### config.mk
export PLATFORM = sky130hd
export DESIGN_NAME = coin_acceptor
export DESIGN_NICKNAME = d
export VERILOG_FILES = /design/src/rtl/coin_acceptor.sv
export SDC_FILE = /design/constraint.sdc
export NUM_CORES = 1
export LEC_CHECK = 0
export CORE_MARGIN = 3
export CORE_UTILIZATION = 40
export CTS_CLUSTER_DIAMETER = 40
export DETAILED_ROUTE_END_ITERATION = 6
export SLEW_MARGIN = 40
export SYNTH_ARGS = -nofsm -noshare
export SYNTH_HDL_FRONTEND = slang
export SYNTH_SLANG_ARGS = --single-unit
### constraint.sdc
create_clock -name clk -period 1.9 [get_ports clk]
set_clock_uncertainty 0.1 [all_clocks]
set_input_delay 0.38 -clock clk [delete_from_list [all_inputs] [get_ports clk]]
set_output_delay 0.38 -clock clk [all_outputs]
set_load 0.01 [all_outputs]
### src/rtl/coin_acceptor.sv
// Coin-slot front end: synchronises and debounces the nickel/dime sensors, detects jams,
// and issues a single registered coin-or-reject pulse per physical insertion.
module coin_acceptor #(
    parameter int unsigned DEBOUNCE_CYCLES = 4,
    parameter int unsigned JAM_CYCLES      = 64,
    parameter int unsigned CNT_W           = 8
) (
    input  logic       clk,
    input  logic       reset,
    input  logic       nickel_sense,
    input  logic       dime_sense,
    input  logic       enable,
    input  logic       clear_jam,
    output logic [1:0] coin,
    output logic       reject,
    output logic       jam,
    output logic [7:0] accepted_count
);

    localparam logic [2:0] ST_IDLE         = 3'd0;
    localparam logic [2:0] ST_DEBOUNCE     = 3'd1;
    localparam logic [2:0] ST_HOLD         = 3'd2;
    localparam logic [2:0] ST_WAIT_RELEASE = 3'd3;
    localparam logic [2:0] ST_JAM          = 3'd4;

    localparam logic [CNT_W-1:0] DEB_LAST = CNT_W'(DEBOUNCE_CYCLES - 1);
    localparam logic [CNT_W-1:0] JAM_LAST = CNT_W'(JAM_CYCLES - 1);
    localparam logic [CNT_W-1:0] CNT_MAX  = '1;

    logic [1:0] raw_sense;
    logic [1:0] synced;
    logic       ns;
    logic       ds;

    assign raw_sense = {dime_sense, nickel_sense};

    // Bit 0 is the nickel channel, bit 1 the dime channel.
    generate
        for (genvar gi = 0; gi < 2; gi++) begin : g_sync
            logic meta_reg;
            logic sync_reg;
            always_ff @(posedge clk) begin
                if (reset) begin
                    meta_reg <= 1'b0;
                    sync_reg <= 1'b0;
                end else begin
                    meta_reg <= raw_sense[gi];
                    sync_reg <= meta_reg;
                end
            end
            assign synced[gi] = sync_reg;
        end
    endgenerate

    assign ns = synced[0];
    assign ds = synced[1];

    logic [2:0]       state_reg, state_next;
    logic [CNT_W-1:0] cnt_reg, cnt_next;
    logic             chan_reg, chan_next;
    logic [1:0]       coin_reg, coin_next;
    logic             reject_reg, reject_next;
    logic             jam_reg;
    logic [7:0]       count_reg, count_next;

    logic             latched;
    logic             other;
    logic [CNT_W-1:0] cnt_sat;

    // chan_reg: 0 = nickel latched, 1 = dime latched.
    assign latched = chan_reg ? ds : ns;
    assign other   = chan_reg ? ns : ds;
    assign cnt_sat = (cnt_reg == CNT_MAX) ? cnt_reg : cnt_reg + 1'b1;

    always_comb begin
        state_next  = state_reg;
        cnt_next    = cnt_reg;
        chan_next   = chan_reg;
        coin_next   = 2'd0;
        reject_next = 1'b0;
        count_next  = count_reg;
        case (state_reg)
            ST_IDLE: begin
                if (ns ^ ds) begin
                    chan_next  = ds;
                    cnt_next   = {{(CNT_W-1){1'b0}}, 1'b1};
                    state_next = ST_DEBOUNCE;
                end else if (ns & ds) begin
                    reject_next = 1'b1;
                    state_next  = ST_WAIT_RELEASE;
                end
            end
            ST_DEBOUNCE: begin
                if (!latched) begin
                    state_next = ST_IDLE;
                end else if (other) begin
                    reject_next = 1'b1;
                    state_next  = ST_WAIT_RELEASE;
                end else begin
                    if (cnt_reg == DEB_LAST) begin
                        if (enable) begin
                            coin_next  = chan_reg ? 2'd2 : 2'd1;
                            count_next = count_reg + 8'd1;
                        end else begin
                            reject_next = 1'b1;
                        end
                        state_next = ST_HOLD;
                    end
                    cnt_next = cnt_reg + 1'b1;
                end
            end
            ST_HOLD: begin
                if (!(ns | ds)) begin
                    state_next = ST_IDLE;
                end else begin
                    cnt_next = cnt_sat;
                    if (cnt_sat >= JAM_LAST) begin
                        state_next = ST_JAM;
                    end
                end
            end
            ST_WAIT_RELEASE: begin
                if (!(ns | ds)) begin
                    state_next = ST_IDLE;
                end
            end
            ST_JAM: begin
                // Only a clear with the slot physically empty releases the jam.
                if (clear_jam && !(ns | ds)) begin
                    state_next = ST_IDLE;
                end
            end
            default: begin
                state_next = ST_IDLE;
            end
        endcase
    end

    always_ff @(posedge clk) begin
        if (reset) begin
            state_reg  <= ST_IDLE;
            cnt_reg    <= '0;
            chan_reg   <= 1'b0;
            coin_reg   <= 2'd0;
            reject_reg <= 1'b0;
            jam_reg    <= 1'b0;
            count_reg  <= 8'd0;
        end else begin
            state_reg  <= state_next;
            cnt_reg    <= cnt_next;
            chan_reg   <= chan_next;
            coin_reg   <= coin_next;
            reject_reg <= reject_next;
            jam_reg    <= (state_next == ST_JAM);
            count_reg  <= count_next;
        end
    end

    assign coin           = coin_reg;
    assign reject         = reject_reg;
    assign jam            = jam_reg;
    assign accepted_count = count_reg;

endmodule

; Yosys cells after proc, flatten, opt, wreduce, memory -nomap -nowiden
; Index checks and enable logic that the tools add are counted.
[totals]
regBits = 28
output_inout_bits = 12
[op_classes]
add_sub_neg = 2
n_lt_le_gt_ge = 1
n_eq_ne = 11
mux = 26
bitwise = 8
n_reduce_logical = 8
[ops]
columns = op, n
row1 = 8-bit two-way mux, 5
row2 = 3-bit two-way mux, 9
row3 = 8-bit one-hot mux with 3 select lines, 1
row4 = "8-bit by 1-bit adder with 8-bit output, second input constant", 2
row5 = 3-bit one-hot mux with 5 select lines, 1
row6 = 5-bit AND reduction, 2
row7 = "8-bit by 2-bit == test with 1-bit output, second input constant", 1
row8 = "8-bit == test, second input constant", 1
row9 = "8-bit by 6-bit >= comparator with 1-bit output, second input constant", 1
row10 = 1-bit two-way mux, 8
row11 = "2-bit inequality test, second input constant", 4
row12 = "3-bit by 2-bit == test with 1-bit output, second input constant", 2
row13 = "3-bit == test, second input constant", 2
row14 = 6-bit OR reduction, 1
row15 = 1-bit NOT, 5
row16 = "3-bit by 1-bit == test with 1-bit output, second input constant", 1
row17 = 3-bit logical NOT, 1
row18 = 3-bit nonzero test, 1
row19 = 2-bit two-way mux, 1
row20 = 1-bit one-hot mux with 2 select lines, 1
row21 = 2-bit AND reduction, 1
row22 = 1-bit AND, 1
row23 = 1-bit logical AND, 1
row24 = 1-bit logical NOT, 1
row25 = 2 further kinds, 2

; Depth between registers and ports, before layout
; Gate-level depths: netlist (run 1).
[logic_depth]
word_depth = 7
ltp_mapped = 7
ltp_nobuf = 6

; Worst setup path before layout (run 1)
; OpenSTA, ideal clock, no wires.
[synth_path]
path_type = reg-to-reg
startpoint = reg cnt_reg[0]
endpoint = reg reject_reg, in the netlist reject
setup_ns = 0.067
arrival_time_ns = 1.781
required_time_ns = 1.733
path_slack_ns = -0.049
path_stages_with_launch = 7
n_path_buf = 1
synth_period_minus_slack_ns = 1.949
path_cell_list = dfxtp_1 > ha_1 > buf_2 > or4b_4 > or3_1 > a21o_1 > a21oi_2
[synth_between]
elab_chain_cells = 5
[synth_rtl]
columns = element, line_no
row1 = "start, declared", 59  ; logic [CNT_W-1:0] cnt_reg, cnt_next;
row2 = "start signal, assigned", 150  ; cnt_reg <= cnt_next;
row3 = 8-bit by 2-bit == test with 1-bit output, 100  ; if (cnt_reg == DEB_LAST) begin
row4 = 1-bit two-way mux, 100
row5 = 1-bit two-way mux, 96  ; end else if (other) begin
row6 = 1-bit two-way mux, 94  ; if (!latched) begin
row7 = 1-bit one-hot mux with 2 select lines, 82  ; case (state_reg)
row8 = "end signal, assigned", 153  ; reject_reg <= reject_next;
row9 = "end, declared", 62  ; logic reject_reg, reject_next;
; No other way between the ends.
; A chain may end at the register's enable or synchronous reset.

; Worst setup path in the final report (run 1)
[layout_path]
startpoint = reg cnt_reg[1]
endpoint = reg state_reg[1]
[layout_between]
elab_chain_cells = 6
word_cells_on_any_way = 11
[layout_rtl]
columns = element, line_no
row1 = 8-bit by 1-bit adder with 8-bit output or 8-bit == test (tied branches), 73  ; assign cnt_sat = (cnt_reg == CNT_MAX) ? cnt_reg : cnt_reg + 1'b1;
row2 = 8-bit two-way mux, 73
row3 = 8-bit by 6-bit >= comparator with 1-bit output, 117  ; if (cnt_sat >= JAM_LAST) begin
row4 = 3-bit two-way mux, 117
row5 = 3-bit two-way mux, 113  ; if (!(ns | ds)) begin
row6 = 3-bit one-hot mux with 5 select lines (*), 82
row7 = "end signal, assigned", 149  ; state_reg <= state_next;
row8 = "end, declared", 58  ; logic [2:0] state_reg, state_next;
; Every way passes the cells marked *; elsewhere a longest branch is shown, timed or not.

==> reports/metrics.csv, run 1 <==
stage;metric;value;unit
clocking;cts_tree;yes;
critical_path;critPathKind;register to register;
sta;tightest_slew;0.453;ns
sta;fin_crit_sh;0.999;
logic_synthesis;synth.most_common_cell;dfxtp_1;
min_path;whs_path_depth;1;
floorplanning;rows;23;
power_and_ir_drop;peakVddDrop;0.364;mV
global_routing;grt_antenna_before_repair;0;
sta;maxSlewViolCount;0;
global_routing;grt_max_degree;24;
routing;drtIter0Drc;133;
sta;rsz0062_at_grt;yes;
power_and_ir_drop;p_total;1.14;mW
min_path;holdCritStartpoint;g_sync[0].meta_reg;
critical_path;arrival;1.98;ns
floorplanning;core-area;4120;um2
global_routing;grt_pass1_wl;7910;um
clocking;cts_made_buffers;3;
min_path;min_to;g_sync[0].sync_reg;
clocking;clk_path_buf_depth;2;
logic_synthesis;syn-cell-area;1750;um2
power_and_ir_drop;power_leakage;0.816;nW
floorplanning;fp.dieH;72.2;um
sta;min_period;1.90;ns
critical_path;critPathCaptureType;register;
critical_path;start_kind;register;
clocking;cts.clk_slew.worst_paths;0.10;ns
floorplanning;start_util;0.426;
routing;wl_per_cell;16.1;um
finish;nNetsFinal;257;
logic_synthesis;ys_ff_latch;28;
critical_path;max_stage_delay;0.37;ns
critical_path;cp.required;1.98;ns
logic_synthesis;synth_area_leaders;dfxtp_1, a21oi_1, ha_1;
sta;fmax;527;MHz
critical_path;crit_top_cell;buf_4;
finish;layout-drive-gt1-share;0.261;
logic_synthesis;avgSynthCellArea;8.31;um2
routing;drc;0;
place;dp_hpwl;3530;um
logic_synthesis;async_reset_ff_frac;0;
floorplanning;dieArea;5210;um2
routing;viasPerCell;6.05;
finish;num_antenna_cells;0;
global_routing;grt_usage;0.187;
clocking;postCtsHoldBufs;0;
logic_synthesis;yosys_warnings;0;
routing;totalWireLength;4740;um
floorplanning;ios;18;
logic_synthesis;synth_compound_area_frac;0.228;
clocking;clock_latency;0.28;ns
job;cap_violations;0;
logic_synthesis;synth_top_area_frac;0.320;
critical_path;startpoint;cnt_reg[1];
logic_synthesis;synth_top_family_by_area;simple AND/OR/NAND/NOR gates;
logic_synthesis;yosysTopAreaCell;dfxtp_1;
clocking;clock-sinks;28;
place;gp_congestion;0.954;
critical_path;path_cells;ha_4 -> buf_4 -> buf_4 -> nor3b_1 -> a32oi_1 -> a211o_1 -> a32o_1;
logic_synthesis;mappedNetlistNets;222;
sta;whs;0.345;ns
floorplanning;chipWidth;72.2;um
critical_path;r2r.worst_path.cells;7;
finish;post-route-cell-area;2230;um2
finish;post-route-util;0.543;
critical_path;reg2reg_from;cnt_reg[1];
global_routing;overflow;0;
critical_path;cp_slowest_cell;a211o_1;
routing;via_count;1786;
global_routing;grt_pass1_vias;1662;
sta;setup_viol_count_final;0;
clocking;htree_levels;1;
critical_path;timing.rr.end;state_reg[1];
routing;first_pass_iters;4;
sta;hold_viol;0;
logic_synthesis;yosysSeqAreaShare;0.320;
logic_synthesis;ys_top_cells_by_count;dfxtp_1, a21oi_1, nand2_1;
logic_synthesis;synth_edf_count;0;
run_status;status;finished clean;
sta;slew_headroom;0.696;
critical_path;crit_path_max_fanout;5;
logic_synthesis;syn_inst;211;
power_and_ir_drop;p_per_area;511;nW/um2
min_path;hold_class;register to register;
routing;postRouteAntennaNets;0;
finish;syn_to_final_growth;27.5;%
logic_synthesis;synthFlopType;dfxtp_1;
logic_synthesis;synthAdderAreaFrac;0.0357;
clocking;cts-root-buf;clkbuf_8;
logic_synthesis;synth_mux_area_frac;0.0457;
critical_path;rrSetupSlack;0.001;ns
logic_synthesis;yosys.cell_types.count;55;
logic_synthesis;synth-simple-area-share;0.297;
place;portBuffers;17;
place;placed_area;2090;um2
logic_synthesis;synth_xor_area_frac;0.00999;
worst max path at each step:
stage	slack (ns)	endpoint	cells after the start
3_5_place_dp	-0.03	accepted_count[5]	4
4_1_cts	0.04	accepted_count[3]	5
5_1_grt	-0.04	accepted_count[2]	7
2_1_floorplan	0.01	reject	6
3_3_place_gp	-0.02	accepted_count[7]	4
6_report	0.001	state_reg[1]	7
kinds of logic after synthesis:
logic type,after synthesis
AOI/OAI and AO/OA,58
xor gates and xnor gates,2
adders and majority gates,5
buffers and inverters,24
DFF,28
muxes,7
and+or+nand+nor,87
worst max-delay path, delay by kind of cell, from the launching register on:
family | cells | cell delay [ns]
AOI/OAI and AO/OA | 3 | 0.71
adders and majority gates | 1 | 0.17
DFF | 1 | 0.35
buffers and inverters | 2 | 0.26
and+or+nand+nor | 1 | 0.21
report_power, final:
group	leakage, nW	total [mW]	switching [mW]	internal [mW]
clock	0.0288	0.377	0.192	0.186
combinational	0.558	0.159	0.0851	0.0735
sequential	0.230	0.607	0.00926	0.598
routing by layer:
layer,up-vias,part of all wire,GRT usage
met1,852,0.46,0.257
met3,4,0.060,0.0388
met2,64,0.48,0.298
met4,0,0.0063,0.0501
met5,-,0,0
li1,866,-,-
cells in the final DEF (no fill, tap or decap), types with 10 or more instances in the layout:
cell type	Yosys	final
buf_4	2	26
clkdlybuf4s50_1	0	17
dfxtp_1	28	22
inv_1	11	11
o21ai_0	10	10
a21oi_1	14	13
nand3_1	12	12
nor2b_1	10	10
nor2_1	11	11
nand2_1	14	12
per-stage QoR:
| step | setup TNS [ns] | cells | setup WS [ns] |
|---|---|---|---|
| global placement | -0.0205 | 288 | -0.0205 |
| CTS | 0 | 292 | 0.0388 |
| floorplan | 0 | 211 | 0.0137 |
| detailed placement | -0.0964 | 288 | -0.0329 |
| finish | 0 | 295 | 0.00117 |
| global route | -0.170 | 295 | -0.0428 |
cell type report:
cell class	instances	area, um2
inverters	11	41.3
well taps	50	62.6
flip-flops and latches	28	568
fillers	381	1880
clock buffers	4	55.1
repair buffers	43	365
multi-input cells	159	1140
repair_timing:
action / in CTS / in global routing
pin swaps: 1 / 6
gates cloned: 0 / 0
resized for setup: 6 / 11
buffers inserted: 0 / 3
endpoints found under the setup margin: 4 / 16
hold endpoints to repair: 0 / 0
Power figures use the tool's default switching activity.
==> run 2, diff against run 1 <==
==> constraint.sdc (replaced) <==
create_clock -name clk -period 1.8 [get_ports clk]
set_clock_uncertainty 0.1 [all_clocks]
set_input_delay 0.36 -clock clk [delete_from_list [all_inputs] [get_ports clk]]
set_output_delay 0.36 -clock clk [all_outputs]
set_load 0.01 [all_outputs]
==> run 2 against run 1 <==
Effect of this change:
- the flow now finishes with violations (negative setup slack)
- sequential cell count unchanged
- register-to-register slack worse by 0.13 ns
- die area unchanged
- sequential power grew 5.1%
- final cell count rose by 2.4%
- worst hold slack worse by 0.0013 ns
- first-iteration DRC count decreased by 11%
- non-clock buffer count up 7
- power grew 3.3%
- worst setup slack worse by 0.13 ns
- critical path depth rose by 1
==> reports/metrics.csv, run 2 (synthesis results as in run 1) <==
stage;metric;value;unit;change
routing;wl_per_cell;16.1;um;about the same
min_path;whs_path_depth;1;;unchanged
routing;totalWireLength;4850;um;+2.4%
routing;drtIter0Drc;119;;-11%
critical_path;max_stage_delay;0.36;ns;about the same
critical_path;reg2reg_from;cnt_reg[0];;
clocking;clock_latency;0.28;ns;about the same
critical_path;critPathKind;register to register;;
clocking;htree_levels;1;;unchanged
routing;drc;0;;unchanged
floorplanning;rows;23;;unchanged
sta;hold_viol;0;;unchanged
sta;setup_viol_count_final;9;;+9
finish;syn_to_final_growth;32.7;%;
critical_path;crit_buf_inv;3;;+1
job;cap_violations;0;;unchanged
power_and_ir_drop;peakVddDrop;0.275;mV;-24%
sta;min_period;1.93;ns;+0.0278 ns
global_routing;grt_usage;0.191;;+0.00416
routing;viasPerCell;5.94;;-1.9%
sta;fmax;519;MHz;-1.4%
floorplanning;chipWidth;72.2;um;unchanged
sta;slew_headroom;0.672;;-0.0236
clocking;cts_made_buffers;3;;unchanged
min_path;holdCritStartpoint;g_sync[0].meta_reg;;
floorplanning;fp.dieH;72.2;um;unchanged
global_routing;overflow;0;;unchanged
global_routing;grt_antenna_before_repair;0;;unchanged
min_path;min_to;g_sync[0].sync_reg;;
sta;maxSlewViolCount;0;;unchanged
finish;layout-drive-gt1-share;0.274;;+0.0126
finish;num_antenna_cells;0;;unchanged
global_routing;grt.met3_usage;0.0443;;+0.00554
critical_path;path_cells;ha_4 -> buf_6 -> buf_12 -> buf_8 -> xor2_1 -> nand3_1 -> a211o_1 -> a32o_1;;
clocking;clock-sinks;28;;unchanged
finish;nNetsFinal;264;;+2.7%
run_status;status;finished with violations;;
place;gp_congestion;0.907;;-4.9%
critical_path;r2r.worst_path.cells;8;;+1
sta;fin_crit_sh;1.07;;+0.0710
clocking;clk_path_buf_depth;2;;unchanged
clocking;cts_tree;yes;;
sta;timing.setup.tns;-0.318;ns;-0.318 ns
critical_path;crit_path_max_fanout;4;;-1
critical_path;critPathCaptureType;register;;
routing;postRouteAntennaNets;0;;unchanged
clocking;cts.clk_slew.worst_paths;0.09;ns;about the same
place;dp_hpwl;3680;um;+4.2%
place;post-place-ws;-0.144;ns;-0.111 ns
critical_path;cpLargestDelayFamily;compound AO/OA/AOI/OAI gates;;
sta;rsz0062_at_grt;yes;;
global_routing;grt_max_degree;19;;-21%
sta;postLayoutSetupSlackWorst;-0.127;ns;-0.128 ns
routing;via_count;1794;;+0.45%
critical_path;arrival;2.00;ns;+0.02 ns
global_routing;grt_util_met2;0.292;;-0.00607
sta;tightest_slew;0.488;ns;+0.0351 ns
critical_path;timing.rr.end;state_reg[1];;
run_status;violations;negative setup slack;;
min_path;hold_class;register to register;;
place;portBuffers;17;;unchanged
floorplanning;start_util;0.426;;unchanged
finish;post-route-cell-area;2330;um2;+4.1%
power_and_ir_drop;p_per_area;507;nW/um2;-0.80%
floorplanning;core-area;4120;um2;unchanged
floorplanning;ios;18;;unchanged
finish;final_common_cell;buf_4;;
floorplanning;dieArea;5210;um2;unchanged
place;placed_area;2200;um2;+5.1%
finish;final_cell_mix;buf_4, dfxtp_1, clkdlybuf4s50_1, nand2_1, a21oi_1;;
finish;n_fill_cell;365;;-4.2%
global_routing;grt_pass1_wl;8020;um;+1.3%
critical_path;cp.required;1.88;ns;-0.10 ns
critical_path;start_kind;register;;
global_routing;use_met1;0.272;;+0.0150
power_and_ir_drop;power_leakage;0.838;nW;+2.6%
power_and_ir_drop;p_total;1.18;mW;+3.3%
finish;post-route-util;0.565;;+0.0222
critical_path;cp_slowest_cell;dfxtp_4;;
global_routing;grt.busiest_layer;met2;;
clocking;cts-root-buf;clkbuf_8;;
global_routing;grt_pass1_vias;1692;;+1.8%
routing;first_pass_iters;5;;+1
critical_path;rrSetupSlack;-0.13;ns;-0.13 ns
[run 2: cell types whose count changed in the layout (fill, tap and decap cells not counted), sizes merged]
cell | before | now
buf | 26 | 33
[run 2: power breakdown]
group,total [mW],switching (mW),internal (mW),leakage (nW)
Combinational,0.189,0.0965,0.0923,0.585
Clock,0.353,0.194,0.159,0.0228
Sequential,0.638,0.00892,0.629,0.230
[run 2: what timing repair did]
action | CTS | global route
resized for setup | 5 | 13
pin swaps | 1 | 11
endpoints found under the setup margin | 10 | 19
setup buffers | 0 | 2
hold buffers | 0 | 0
hold endpoints to repair | 0 | 0
[run 2: area by class of cell]
cell class	count	area (um2)	area share
repair buffers	50	454	0.195
multi-input cells	159	1150	0.494
inverters	11	41.3	0.0178
clock buffers	4	45.0	0.0194
flip-flops and latches	28	573	0.246
well taps	50	62.6	0.0269
[run 2: layer usage]
metal	up-vias	part of all wire
met4	0	0.011
met1	855	0.45
li1	874	-
met5	-	0
met3	9	0.060
met2	56	0.48
[run 2: metrics by stage]
step / cells / hold slack, ns
finish: 302 / 0.344
floorplan: 211 / 0.314
detailed placement: 296 / 0.331
CTS: 300 / 0.348
global placement: 296 / 0.331
global route: 302 / 0.363
[run 2: how the worst max path moves through the flow]
stage                from           endpoint  slack (ns)  cells after the start
2_1_floorplan  cnt_reg[0]             reject      0.0002                      6
3_3_place_gp       enable  accepted_count[7]       -0.09                      4
3_5_place_dp       enable  accepted_count[5]       -0.14                      4
4_1_cts        cnt_reg[0]  accepted_count[7]       -0.07                      5
5_1_grt        cnt_reg[0]       state_reg[1]       -0.17                      8
6_report       cnt_reg[0]       state_reg[1]       -0.13                      8
[run 2: worst reg2reg max path: stages (launching register included)]
cell	delay (ns)
dfxtp_4	0.36
ha_4	0.16
buf_6	0.12
buf_12	0.12
buf_8	0.12
xor2_1	0.14
nand3_1	0.08
a211o_1	0.35
a32o_1	0.29
==> run 3, diff against run 2 <==
--- a/config.mk
+++ b/config.mk
@@ -6,9 +6,10 @@
 export NUM_CORES = 1
 export LEC_CHECK = 0
 export CORE_MARGIN = 3
-export CORE_UTILIZATION = 40
+export CORE_UTILIZATION = 50
 export CTS_CLUSTER_DIAMETER = 40
 export DETAILED_ROUTE_END_ITERATION = 6
+export PLACE_DENSITY = 0.72
 export SLEW_MARGIN = 40
 export SYNTH_ARGS = -nofsm -noshare
 export SYNTH_HDL_FRONTEND = slang
==> run 3 against run 2 <==
Effect of this change:
- clock-buffer cell count unchanged
- critical path depth decreased by 2
- sequential share of layout area decreased by 0.10 points
- critical endpoint is now accepted_count[1]
- cell area increased by 1.3%
- fmax increased by 2.0%
- sequential power about the same
- combinational power about the same
- final cell count decreased by 3.3%
- global-route usage increased by 4.9 points
- the run still ends with negative setup slack left
- worst hold slack got worse by 0.0022 ns
- register-to-register slack improved by 0.04 ns
- non-clock buffer count decreased by 4
==> reports/metrics.csv, run 3 (synthesis results as in run 1) <==
stage;metric;value;unit;change
floorplanning;fp.dieH;65.2;um;-9.7%
finish;syn_to_final_growth;34.4;%;
critical_path;crit_path_max_fanout;6;;+2
min_path;hold_class;register to register;;
routing;drtIter0Drc;142;;+19%
finish;final_common_cell;buf_4;;
sta;rsz0062_at_grt;yes;;
clocking;clock_latency;0.35;ns;+0.07 ns
clocking;htree_levels;1;;unchanged
clocking;cts_tree;yes;;
floorplanning;chipWidth;65.2;um;-9.7%
floorplanning;rows;20;;-13%
routing;wl_per_cell;18.3;um;+14%
global_routing;grt_pass1_wl;8220;um;+2.6%
clocking;cts.clk_slew.worst_paths;0.18;ns;+0.09 ns
power_and_ir_drop;p_total;1.21;mW;+2.4%
sta;fmax;530;MHz;+2.0%
routing;via_count;1897;;+5.7%
finish;stdcell_count;292;;-3.3%
sta;maxSlewViolCount;0;;unchanged
run_status;violations;negative setup slack;;
place;dp_hpwl;3530;um;-4.0%
critical_path;critPathCaptureType;register;;
power_and_ir_drop;peakVddDrop;0.334;mV;+21%
sta;min_period;1.89;ns;-0.0386 ns
clocking;cts-root-buf;clkbuf_4;;
floorplanning;dieArea;4250;um2;-18%
routing;postRouteAntennaNets;0;;unchanged
finish;nNetsFinal;260;;-1.5%
place;post-place-ws;-0.179;ns;-0.0353 ns
place;gp_congestion;0.933;;+2.9%
global_routing;grt_usage;0.240;;+0.0485
run_status;status;finished with violations;;
critical_path;path_cells;ha_4 -> nor4b_4 -> buf_4 -> nand2_8 -> or4_4 -> a21oi_2;;
floorplanning;ios;18;;unchanged
clocking;clock-sinks;28;;unchanged
sta;fin_crit_sh;1.05;;-0.0215
critical_path;reg2reg_from;cnt_reg[1];;
finish;final_cell_mix;buf_4, clkdlybuf4s50_1, dfxtp_1, a21oi_1;;
sta;hold_viol;0;;unchanged
power_and_ir_drop;power_leakage;0.869;nW;+3.7%
critical_path;cp.required;1.99;ns;+0.11 ns
sta;setup_viol_count_final;8;;-1
critical_path;startpoint;cnt_reg[1];;
floorplanning;core-area;3200;um2;-22%
finish;num_antenna_cells;0;;unchanged
routing;viasPerCell;6.50;;+9.4%
global_routing;grt_pass1_vias;1836;;+8.5%
place;dp.cells;286;;-3.4%
sta;tightest_slew;0.472;ns;-0.0165 ns
place;portBuffers;17;;unchanged
sta;postLayoutSetupSlackWorst;-0.0880;ns;+0.0386 ns
critical_path;critPathKind;register to register;;
critical_path;cp_slowest_cell;or4_4;;
critical_path;max_stage_delay;0.50;ns;+0.14 ns
global_routing;overflow;0;;unchanged
clocking;cts_made_buffers;3;;unchanged
clocking;clk_path_buf_depth;2;;unchanged
job;cap_violations;0;;unchanged
critical_path;arrival;2.08;ns;+0.08 ns
global_routing;grt_antenna_before_repair;0;;unchanged
power_and_ir_drop;p_per_area;513;nW/um2;+1.1%
min_path;holdCritStartpoint;g_sync[1].meta_reg;;
routing;drc;0;;unchanged
floorplanning;start_util;0.547;;+0.121
sta;slew_headroom;0.683;;+0.0111
routing;first_pass_iters;5;;unchanged
finish;layout-drive-gt1-share;0.306;;+0.0326
global_routing;grt_max_degree;24;;+5
critical_path;start_kind;register;;
routing;totalWireLength;5350;um;+10%
run 3: layout make-up:
type | instances | area (um2)
Clock buffer | 4 | 47.5
Multi-Input combinational cell | 159 | 1250
Sequential cell | 28 | 578
Inverter | 11 | 41.3
Timing Repair Buffer | 46 | 388
Tap cell | 44 | 55.1
Fill cell | 258 | 847
run 3: power breakdown:
part	leakage, nW	switching, mW	total [mW]	internal (mW)
sequential	0.233	0.00853	0.640	0.631
combinational	0.610	0.104	0.187	0.0836
clock	0.0261	0.212	0.382	0.170
total	0.869	0.324	1.21	0.885
run 3: path summary, 6_finish.rpt:
kind	slack (ns)	end	cells past startpoint
worst min-delay path	0.34	ds	1
worst max-delay path	-0.09	accepted_count[1]	6
worst max register to register	-0.09	accepted_count[1]	6
worst min register to register	0.34	ds	1
run 3: metal layers:
metal / up-vias / share of wire / track usage
li1: 869 / - / -
met1: 920 / 0.42 / 0.304
met2: 92 / 0.50 / 0.418
met3: 16 / 0.065 / 0.0342
met4: 0 / 0.018 / 0.0725
met5: - / 0 / 0
run 3: through the flow:
stage / hold WS, ns / setup TNS [ns] / util / cell area [um2]
3_3_place_gp: 0.323 / -0.142 / 0.666 / 2130
4_1_cts: 0.350 / -0.0762 / 0.688 / 2200
5_1_grt: 0.374 / -0.942 / 0.736 / 2360
3_5_place_dp: 0.323 / -0.500 / 0.666 / 2130
2_1_floorplan: 0.314 / 0 / - / 1780
6_report: 0.342 / -0.289 / 0.736 / 2360
run 3: critical path, delay by kind of cell (launching register included):
family,cells,cell delay [ns]
adders and majority gates,1,0.17
buffers and inverters,1,0.19
DFF,1,0.39
and+or+nand+nor,3,0.82
AOI/OAI and AO/OA,1,0.14
run 3: timing repair:
item | CTS | global route
cloned | 0 | 0
hold buffers | 0 | 0
pin swaps | 1 | 12
setup buffers | 0 | 2
gates resized for setup | 8 | 29
setup endpoints to repair | 8 | 24
